## src/rtl/uart_tx_arbiter.sv

```systemverilog
// Round-robin arbiter that shares one uart_tx among NUM_REQ byte streams,
// keeping multi-byte packets contiguous and self-timing each frame.
module uart_tx_arbiter #(
    parameter int  NUM_REQ      = 4,
    parameter int  DW           = 8,
    parameter real CLOCK        = 100.0e6,
    parameter int  BAUD_RATE    = 115200,
    parameter int  FRAME_BITS   = 10,
    parameter int  GAP_CYCLES   = 0,
    parameter int  FRAME_CYCLES = int'(CLOCK / BAUD_RATE) * FRAME_BITS + GAP_CYCLES,
    parameter int  IW           = $clog2(NUM_REQ)
) (
    input  logic                  clk_i,
    input  logic                  rst_ni,
    input  logic [NUM_REQ-1:0]    req_valid_i,
    input  logic [NUM_REQ*DW-1:0] req_data_i,
    input  logic [NUM_REQ-1:0]    req_last_i,
    output logic [NUM_REQ-1:0]    req_ready_o,
    output logic [DW-1:0]         tx_data_o,
    output logic                  tx_byte_ready_o,
    output logic                  tx_t_byte_o,
    output logic [IW-1:0]         owner_o,
    output logic                  busy_o
);

    localparam int             WCW       = $clog2(FRAME_CYCLES + 1);
    localparam logic [WCW-1:0] WAIT_LOAD = WCW'(FRAME_CYCLES - 1);

    typedef enum logic [1:0] {
        ST_IDLE  = 2'd0,
        ST_LOAD  = 2'd1,
        ST_START = 2'd2,
        ST_WAIT  = 2'd3
    } state_e;

    state_e          state_q, state_d;
    logic [IW-1:0]   ptr_q, ptr_d;
    logic            lock_q, lock_d;
    logic [WCW-1:0]  wait_cnt_q, wait_cnt_d;
    logic [DW-1:0]   data_q, data_d;
    logic [IW-1:0]   owner_q, owner_d;
    logic            byte_ready_q, byte_ready_d;
    logic            t_byte_q, t_byte_d;
    logic            busy_q, busy_d;

    logic [IW-1:0]   sel_idx_s;
    logic            sel_hit_s;
    logic            hs_s;

    // Explicit wrap keeps the rotation correct for non-power-of-2 NUM_REQ.
    function automatic logic [IW-1:0] rr_index(input logic [IW-1:0] base, input int offset);
        int sum;
        sum = int'(base) + offset;
        if (sum >= NUM_REQ) begin
            sum = sum - NUM_REQ;
        end else begin
            sum = sum;
        end
        return IW'(sum);
    endfunction

    // Requester selection: locked owner only, else first valid from ptr.
    always_comb begin
        sel_idx_s = owner_q;
        sel_hit_s = 1'b0;
        if (lock_q) begin
            sel_idx_s = owner_q;
            sel_hit_s = req_valid_i[owner_q];
        end else begin
            for (int i = 0; i < NUM_REQ; i++) begin
                if (!sel_hit_s && req_valid_i[rr_index(ptr_q, i)]) begin
                    sel_idx_s = rr_index(ptr_q, i);
                    sel_hit_s = 1'b1;
                end else begin
                    sel_hit_s = sel_hit_s;
                end
            end
        end
    end

    assign hs_s = rst_ni && (state_q == ST_IDLE) && sel_hit_s;

    // Zero-latency ready towards the selected requester.
    always_comb begin
        req_ready_o = {NUM_REQ{1'b0}};
        if (hs_s) begin
            req_ready_o[sel_idx_s] = 1'b1;
        end else begin
            req_ready_o = {NUM_REQ{1'b0}};
        end
    end

    // Sequencer next-state and registered-output next values.
    always_comb begin
        state_d      = state_q;
        ptr_d        = ptr_q;
        lock_d       = lock_q;
        wait_cnt_d   = wait_cnt_q;
        data_d       = data_q;
        owner_d      = owner_q;
        byte_ready_d = 1'b0;
        t_byte_d     = 1'b0;
        case (state_q)
            ST_IDLE: begin
                if (hs_s) begin
                    state_d      = ST_LOAD;
                    data_d       = req_data_i[int'(sel_idx_s)*DW +: DW];
                    owner_d      = sel_idx_s;
                    byte_ready_d = 1'b1;
                    if (req_last_i[sel_idx_s]) begin
                        lock_d = 1'b0;
                        ptr_d  = rr_index(sel_idx_s, 1);
                    end else begin
                        lock_d = 1'b1;
                        ptr_d  = ptr_q;
                    end
                end else begin
                    state_d = ST_IDLE;
                end
            end
            ST_LOAD: begin
                state_d  = ST_START;
                t_byte_d = 1'b1;
            end
            ST_START: begin
                state_d    = ST_WAIT;
                wait_cnt_d = WAIT_LOAD;
            end
            ST_WAIT: begin
                if (wait_cnt_q == {WCW{1'b0}}) begin
                    state_d = ST_IDLE;
                end else begin
                    wait_cnt_d = wait_cnt_q - WCW'(1);
                end
            end
            default: begin
                state_d = ST_IDLE;
            end
        endcase
        busy_d = (state_d != ST_IDLE) || lock_d;
    end

    // State and output registers.
    always_ff @(posedge clk_i or negedge rst_ni) begin
        if (!rst_ni) begin
            state_q      <= ST_IDLE;
            ptr_q        <= {IW{1'b0}};
            lock_q       <= 1'b0;
            wait_cnt_q   <= {WCW{1'b0}};
            data_q       <= {DW{1'b0}};
            owner_q      <= {IW{1'b0}};
            byte_ready_q <= 1'b0;
            t_byte_q     <= 1'b0;
            busy_q       <= 1'b0;
        end else begin
            state_q      <= state_d;
            ptr_q        <= ptr_d;
            lock_q       <= lock_d;
            wait_cnt_q   <= wait_cnt_d;
            data_q       <= data_d;
            owner_q      <= owner_d;
            byte_ready_q <= byte_ready_d;
            t_byte_q     <= t_byte_d;
            busy_q       <= busy_d;
        end
    end

    assign tx_data_o       = data_q;
    assign tx_byte_ready_o = byte_ready_q;
    assign tx_t_byte_o     = t_byte_q;
    assign owner_o         = owner_q;
    assign busy_o          = busy_q;

endmodule

```

## config.mk

```make
export PLATFORM = sky130hd
export DESIGN_NAME = uart_tx_arbiter
export DESIGN_NICKNAME = d
export VERILOG_FILES = /design/src/rtl/uart_tx_arbiter.sv
export SDC_FILE = /design/constraint.sdc
export NUM_CORES = 1
export LEC_CHECK = 0
export CORE_AREA = 2 2 77 72
export DETAILED_ROUTE_END_ITERATION = 7
export DIE_AREA = 0 0 79 74
export GPL_TIMING_DRIVEN = 0
export PLACE_DENSITY = 0.73
export SYNTH_ARGS = -nofsm -noshare
export SYNTH_HDL_FRONTEND = slang
export SYNTH_SLANG_ARGS = --single-unit
```

## constraint.sdc

```tcl
create_clock -name clk_i -period 5.5 [get_ports clk_i]
set_clock_uncertainty 0.2 [all_clocks]
set_input_delay 1.375 -clock clk_i [delete_from_list [all_inputs] [get_ports clk_i]]
set_output_delay 1.375 -clock clk_i [all_outputs]
set_load 0.01 [all_outputs]
```

Yosys cells after proc, flatten, opt, wreduce, memory -nomap -nowiden. Index checks and enable logic that the tools add are counted.

Output and inout port bits: 17. Memories kept: 0. Latch bits: 0. ROM bits: 0. Memory bits (writable): 0. Input port bits: 42. Word-level logic and storage cells: 101. Bits in registers: 32.

Multiplexer cells: 48. Equal/unequal tests: 4. Magnitude comparators: 12. Reduce and logical (&&, ||, !) cells: 17. Shifts and indexed selects: 1. Bitwise operators: 0. Div/mod/pow operators: 0. $mul: 0. Add/subtract/negate cells: 10.

Operators with widths (count): $shiftx 32x6->8 (1); $mux 2 (15); $pmux 14 s2 (1); $mux 1 (22); $lt 2x3->1 const B (6); $logic_not 14->1 (1); $mux 14 (1); $sub 14x1->14 const B (1); $bmux 1 s2 (6); $ge 3x3->1 const B (4); $sub 2x1->2 const B (5); $pmux 2 s4 (1); $add 2x1->3 const B (2); $add 2x2->3 const B (2); $logic_and 1x1->1 (6); $eq 2x2->1 const B (2); $mux 4 (1); $reduce_and 2->1 (2); $reduce_bool 2->1 (2); $ge 2x3->1 const B (1); $logic_not 1->1 (3); $reduce_and 3->1 (1); $demux 1 s2 (1); $eq 2x1->1 const B (1); 4 further kinds (4).

Depth between registers and ports, before layout. Gate-level depths: netlist of run 1.

Depth in word-level cells: 25. Gate-level depth with buffers: 12. Mapped depth without buffers: 9.

Worst setup path after synthesis of run 1. No wires, ideal clock.

Path type: input to output. Start point: input port req_valid_i[3]. End point: output port req_ready_o[1]. Arrival: 3.088 ns. Data required time: 3.925 ns. Buffers on the path: 3. Stages: 11. Path slack: 0.837 ns. Cell sequence: buf_2 -> mux2i_1 -> a221o_1 -> a211o_1 -> nand3_1 -> o311ai_1 -> buf_4 -> buf_6 -> inv_1 -> ha_1 -> and2_1.

Cells in the longest elaborated chain, start to end: 21. Elaborated cells between the ends (all ways): 36. Those cells by class: order compare (2); mux (26); reduce/logical (8).

RTL lines: start: declaration (RTL line 15) `input logic [NUM_REQ-1:0] req_valid_i,`; $bmux 1 s2 (RTL line 71) `if (!sel_hit_s && req_valid_i[rr_index(ptr_q, i)]) begin`; $mux 1 (not written as such) (RTL line 71); $mux 1 (RTL line 71); $mux 1 (RTL line 66) `if (lock_q) begin`; $logic_not 1->1 (RTL line 71); $logic_and 1x1->1 (RTL line 71); $mux 1 (RTL line 71); $mux 1 (RTL line 66); [... 6 more ...]; $mux 2 (*) (RTL line 71); $mux 2 (*) (RTL line 66); via sel_idx_s[1] (RTL line 46) `logic [IW-1:0] sel_idx_s;`; $lt 2x3->1 (not written as such) or $ge 2x1->1 (tied branches) (RTL line 87) `req_ready_o[sel_idx_s] = 1'b1;`; $logic_and 1x1->1 (not written as such) (RTL line 87); $mux 1 (not written as such) (RTL line 87); $demux 1 s2 (*) (RTL line 87); $mux 4 (*) (RTL line 86) `if (hs_s) begin`; end: declaration (RTL line 18) `output logic [NUM_REQ-1:0] req_ready_o,`.

Mark *: on every way through the listed nets, which the timed path passes. The rest lies on a longest branch. The select of a mux whose other input is x is not followed.

Worst setup path after layout of run 1.
Start point: input port req_valid_i[2]. End point: output port req_ready_o[2].

Same word-level chain as after synthesis.

==> results of run 1 <==
sequential cells by signal, indices dropped and copies added, names as in the netlist:
register         flops
busy_o               1
lock_q               1
owner_o              2
ptr_q                2
state_q              2
tx_byte_ready_o      1
tx_data_o            8
tx_t_byte_o          1
wait_cnt_q          14
report_power, final:
group,switching (mW),leakage [nW],internal (mW)
combinational,0.389,0.896,0.440
sequential,0.0845,0.377,0.319
clock,0.0840,0.0510,0.0997
critical path, cell delays in order:
cell and delay [ns]:
clkdlybuf4s50_1 0.44, buf_4 0.18, nor2b_1 0.13, a221o_1 0.26
a211o_1 0.30, nand3_1 0.09, o311ai_2 0.12, buf_4 0.18
buf_12 0.14, ha_1 0.18, and2_1 0.12, dlygate4sd2_1 0.28
synth_stat cells (2+ instances only):
master | n | share of area (%)
buf_6 | 3 | 1.5
dfrtp_1 | 32 | 37
nand2b_1 | 5 | 1.4
nor4_1 | 4 | 1.1
a21oi_1 | 8 | 1.8
nor2b_1 | 4 | 1.1
mux4_2 | 2 | 2.1
buf_2 | 4 | 0.91
inv_1 | 9 | 1.5
a32oi_1 | 2 | 0.80
o311ai_1 | 2 | 0.80
ha_1 | 6 | 3.4
nand3b_1 | 3 | 1.0
buf_4 | 3 | 1.0
a41oi_1 | 2 | 0.80
mux2_2 | 9 | 4.6
and4bb_1 | 2 | 1.1
nor3_1 | 4 | 0.91
nand2_1 | 13 | 2.2
nor2_1 | 24 | 4.1
mux2i_1 | 26 | 12
xor2_1 | 4 | 1.6
o21ai_0 | 4 | 0.91
nor3b_1 | 3 | 1.0
xnor2_1 | 5 | 2.0
o31ai_1 | 2 | 0.69
clkbuf_1 | 2 | 0.34
nand3_1 | 4 | 0.91
and2_1 | 4 | 1.1
or2_2 | 2 | 0.57
or3_1 | 3 | 0.86
area by class of cell:
type	count	area [µm²]	area share (%)
plain buffers	11	114	3.77
clock buffers	6	82.6	2.74
clock inverters	2	10.0	0.332
inverters	9	33.8	1.12
multi-input cells	168	1290	42.9
flip-flops and latches	32	801	26.5
well taps	67	83.8	2.78
repair buffers	61	597	19.8
how the worst max path moves through the flow:
stage          slack (ns)        endpoint  cells after the start      startpoint
4_1_cts             0.006  req_ready_o[0]                     13  req_valid_i[3]
5_1_grt             0.001  req_ready_o[1]                     12  req_valid_i[2]
3_3_place_gp        -1.05  req_ready_o[0]                      7          rst_ni
2_1_floorplan        0.84  req_ready_o[1]                     11  req_valid_i[3]
6_report             0.13  req_ready_o[2]                     12  req_valid_i[2]
3_5_place_dp        -0.52  req_ready_o[0]                      9  req_valid_i[0]
cell usage in the layout, fill, tap and decap left out, types with 2 or more instances in the layout:
cell type	Yosys	routed
clkdlybuf4s50_1	0	50
dfrtp_1	32	32
mux2i_1	26	26
nor2_1	24	24
nand2_1	13	13
mux2_2	9	9
inv_1	9	8
a21oi_1	8	8
buf_4	3	7
ha_1	6	6
clkbuf_8	0	6
buf_6	3	5
nand2b_1	5	5
xnor2_1	5	5
dlygate4sd2_1	0	5
nor2b_1	4	4
o21ai_0	4	4
nand3_1	4	4
and2_1	4	4
nor4_1	4	4
xor2_1	4	4
or3_1	3	3
nor3b_1	3	3
nand3b_1	3	3
nor3_1	4	3
and4bb_1	2	2
o31ai_1	2	2
a32oi_1	2	2
o311ai_2	0	2
mux4_2	2	2
a41oi_1	2	2
or2_2	2	2
clkinv_2	0	2
dlymetal6s2s_1	0	2
metrics by stage:
stage	setup TNS [ns]	hold slack (ns)	setup slack, ns	cell area, µm²
finish	0	0.303	0.127	3020
global route	0	0.327	0.000967	3020
CTS	0	0.305	0.00619	2970
detailed placement	-2.04	0.297	-0.519	2850
global placement	-4.16	0.282	-1.05	2850
floorplan	0	0.262	0.837	2190
repair_timing:
| item | 4_1_cts | 5_1_grt |
|---|---|---|
| pin swaps | 1 | 2 |
| hold buffers | 0 | 0 |
| endpoints found under the setup margin | 4 | 4 |
| buffers inserted | 2 | 1 |
| resized for setup | 13 | 11 |
cell families (layout without fill, tap and decap cells):
kind of cell               Yosys count  after routing
buffers and inverters               21             89
xor gates and xnor gates             9              9
muxes                               38             38
AOI/OAI and AO/OA                   33             33
and+or+nand+nor                     82             82
adders and majority gates            6              6
DFF                                 32             32
per-layer routing:
metal  share of wire (%)  vias to the layer above  GRT usage (%)
met3                 8.2                        6           6.55
met5                   0                        -              0
met1                  46                      865           23.2
met2                  45                       64           27.6
li1                    -                      931              -
met4                0.95                        0           4.02
==> flow_summary.yaml, run 1 <==
run_status:
  status: "finished, final reports clean"
sta:
  clock.fmax_mhz: 186
  period_minus_slack_ns: 5.37
  fin_crit_sh_pct: 97.7
  hold_violations: 0
  worstMarginPinSlew_ns: 0.720
  slew_headroom_pct: 52.0
  rsz0062_at_grt: "no"
  finalSetupViolCount: 0
  drv_slew: 0
grt:
  grt_remaining_overflow: 0
  grt_pass1_vias: 1659
  grt_pass1_wl_um: 7950
  grt_util_all_layers_pct: 17.5
  antenna_found_initial: 0
  grt_max_degree: 34
drt:
  wl_per_cell_um: 13.6
  antenna_left: 0
  dr.pass1.iters: 4
  initialDrtViolationCount: 110
  remaining_drc_errors: 0
  finalWirelength_um: 4850
  drt-vias-per-instance: 5.24
  dr_total_vias: 1866
worst_hold_path:
  min_from: "wait_cnt_q[0]"
  hold_path_depth: 1
  holdPathEnd: "wait_cnt_q[0]"
  min_path_type: "flop to flop"
floorplanning:
  die_w_um: 79
  io-pin-count: 59
  start_util_pct: 43.2
  fp.coreArea_um2: 5070
  die_y_um: 74
  rows: 25
  die-area_um2: 5850
critical_path:
  critPathCaptureType: "output port"
  reg2reg_depth: 11
  path_max_fanout: 11
  critPathRequiredTime_ns: 3.92
  r2r_slack_ns: 2.60
  cp.arrival_ns: 3.80
  start_kind: "input port"
  crit_type: "input port to output port"
  timing.rr.end: "ptr_q[1]"
  r2r_start: "ptr_q[0]"
cts:
  ctsRootBufferMaster: "clkbuf_8"
  cts_max_path_buffers: 2
  cts_sinks: 32
  tritoncts: "built"
  clkTransAtPathRegs_ns: 0.06
  insertion_delay_ns: 0.28
  cts_buffers: 5
  htree_levels: 2
synth:
  yosys_warnings: 0
  synth-async-reset-ratio_pct: 100
  synth-xor-area-share_pct: 3.60
  synth_fa_ha_area_share_pct: 3.43
  synthCells: 221
  synth_area_um2: 2190
  synth-simple-area-share_pct: 20.6
  synth-edff-count: 0
  yosysSeqAreaShare_pct: 36.6
  synth_flop_cell: "dfrtp_1"
  synth_compound_area_share_pct: 11.4
  postSynthAreaPerCell_um2: 9.91
  yosysUniqueCellTypes: 52
  synth_seq_cells: 32
  synth_top_family_by_area: "simple AND/OR/NAND/NOR gates"
  synth_nets: 269
  muxShareOfSynthArea_pct: 19.1
flow_run:
  maxCapViolCount: 0
finish:
  fill_cells: 479
  final_nets: 336
  final_cells: 356
  antenna_cells: 0
  layout-drive-gt1-share_pct: 15.2
  syn2layout_area_growth_pct: 37.8
  fin_util_pct: 59.5
pwr:
  finalPower_mw: 1.42
  ir_drop_mv: 0.285
  leakage_nw: 1.32
  cellPowerDensity_nw_per_um2: 469
place:
  dp_cells: 346
  gp_congestion: 0.885
  io_buffer_count: 58
  post-dp-hpwl_um: 3580
(Power assumes the default switching activity.)
==> run 2: changes to the inputs <==
Settings changed: GPL_ROUTABILITY_DRIVEN from default to 0.
==> flow_summary.yaml, run 2 (same netlist as run 1, synthesis figures left out) <==
pwr:
  leakage_nw: 1.32
  ir_drop_mv: 0.319
  cellPowerDensity_nw_per_um2: 476
sta:
  clock.fmax_mhz: 185
  worstMarginPinSlew_ns: 0.710
  setup_ws_ns: 0.0979
  finalSetupViolCount: 0
  drv_slew: 0
  whs_ns: 0.305
  fin_crit_sh_pct: 98.2
  hold_violations: 0
  slew_headroom_pct: 52.7
  period_minus_slack_ns: 5.40
drt:
  dr_total_vias: 1893
  wl_per_cell_um: 13.9
  remaining_drc_errors: 0
  dr.pass1.iters: 4
  finalWirelength_um: 4960
  antenna_left: 0
  drt-vias-per-instance: 5.29
  initialDrtViolationCount: 72
floorplanning:
  die_w_um: 79
  start_util_pct: 43.2
  io-pin-count: 59
  rows: 25
  die-area_um2: 5850
  fp.coreArea_um2: 5070
  die_y_um: 74
cts:
  cts_sinks: 32
  ctsHoldBuffers: 0
  insertion_delay_ns: 0.28
  cts_max_path_buffers: 2
  ctsRootBufferMaster: "clkbuf_8"
  clkTransAtPathRegs_ns: 0.07
  cts_buffers: 5
  tritoncts: "built"
  htree_levels: 2
critical_path:
  startpoint: "req_valid_i[2]"
  r2r_slack_ns: 2.64
  r2r_start: "ptr_q[0]"
  path_max_fanout: 11
  reg2reg_depth: 11
  critPathCaptureType: "output port"
  cp.arrival_ns: 3.83
  start_kind: "input port"
  crit_type: "input port to output port"
  critPathRequiredTime_ns: 3.92
  timing.rr.end: "ptr_q[0]"
grt:
  grt_pass1_wl_um: 8160
  antenna_found_initial: 0
  grt_pass1_vias: 1772
  grt_remaining_overflow: 0
  grt_util_all_layers_pct: 18.1
  grt_max_degree: 34
finish:
  regMostFlops: "wait_cnt_q"
  largest_reg_flops: 14
  mostFrequentLayoutCells: "51 x clkdlybuf4s50_1, 32 x dfrtp_1, 26 x mux2i_1, 24 x nor2_1, 13 x nand2_1"
  antenna_cells: 0
  syn2layout_area_growth_pct: 39.3
  final_common_cell: "clkdlybuf4s50_1"
  layout-drive-gt1-share_pct: 16.2
  final_cells: 358
  fill_cells: 486
  final_nets: 338
place:
  place_ws_ns: -0.518
  post-dp-hpwl_um: 3690
  dp_cells: 346
  io_buffer_count: 58
run_status:
  status: "finished, final reports clean"
worst_hold_path:
  min_path_type: "flop to flop"
  hold_path_depth: 1
  holdPathEnd: "tx_data_o[1]"
  min_from: "tx_data_o[1]"
flow_run:
  maxCapViolCount: 0
## run 2: timing repair
action	in CTS	in global routing
gates resized for setup	14	11
endpoints found under the setup margin	4	4
buffers inserted	3	2
pin swaps	2	1
## run 2: cell type report
cell class / count / area, µm² / area share, %
Multi-Input combinational cell: 168 / 1310 / 42.8
Sequential cell: 32 / 801 / 26.3
Timing Repair Buffer: 63 / 612 / 20.1
Buffer: 11 / 106 / 3.49
Tap cell: 67 / 83.8 / 2.75
Clock buffer: 6 / 72.6 / 2.38
Clock inverter: 2 / 35.0 / 1.15
Inverter: 9 / 33.8 / 1.11
## run 2: how the worst max path moves through the flow
stage / to / slack [ns] / depth (start not counted)
after detailed placement: req_ready_o[1] / -0.52 / 9
after global placement: req_ready_o[0] / -1.06 / 7
after global routing: req_ready_o[2] / -0.0006 / 12
after floorplan: req_ready_o[1] / 0.84 / 11
after CTS: req_ready_o[0] / 0.01 / 13
final: req_ready_o[3] / 0.1 / 12
## run 2: critical path, cell delays in order
cell and delay [ns]:
clkdlybuf4s50_1 0.45, buf_6 0.16, nor2b_1 0.12, a221o_1 0.26, a211o_1 0.30, nand3_1 0.09, o311ai_2 0.12, buf_4 0.17
buf_6 0.16, ha_1 0.21, and2_1 0.13, dlygate4sd2_1 0.28
## run 2: layer usage
metal | GRT usage, % | vias to the layer above | part of all wire, %
met3 | 6.92 | 5 | 7.4
met5 | 0 | - | 0
li1 | - | 929 | -
met1 | 22.2 | 899 | 44
met4 | 4.60 | 0 | 0.69
met2 | 30.3 | 60 | 48
## run 2: per-stage QoR
step / util [%] / instance area [µm²] / setup TNS [ns] / power [mW]
floorplan: - / 2190 / 0 / 0.940
global placement: 56.3 / 2850 / -4.20 / 1.17
detailed placement: 56.2 / 2850 / -2.02 / 1.18
CTS: 59.2 / 3000 / 0 / 1.46
global route: 60.2 / 3050 / -0.000612 / 1.57
finish: 60.2 / 3050 / 0 / 1.45
## run 2: power by group
| group | switching (mW) | internal, mW |
|---|---|---|
| registers | 0.0846 | 0.319 |
| logic | 0.395 | 0.436 |
| clock network | 0.0821 | 0.134 |
| total | 0.562 | 0.890 |
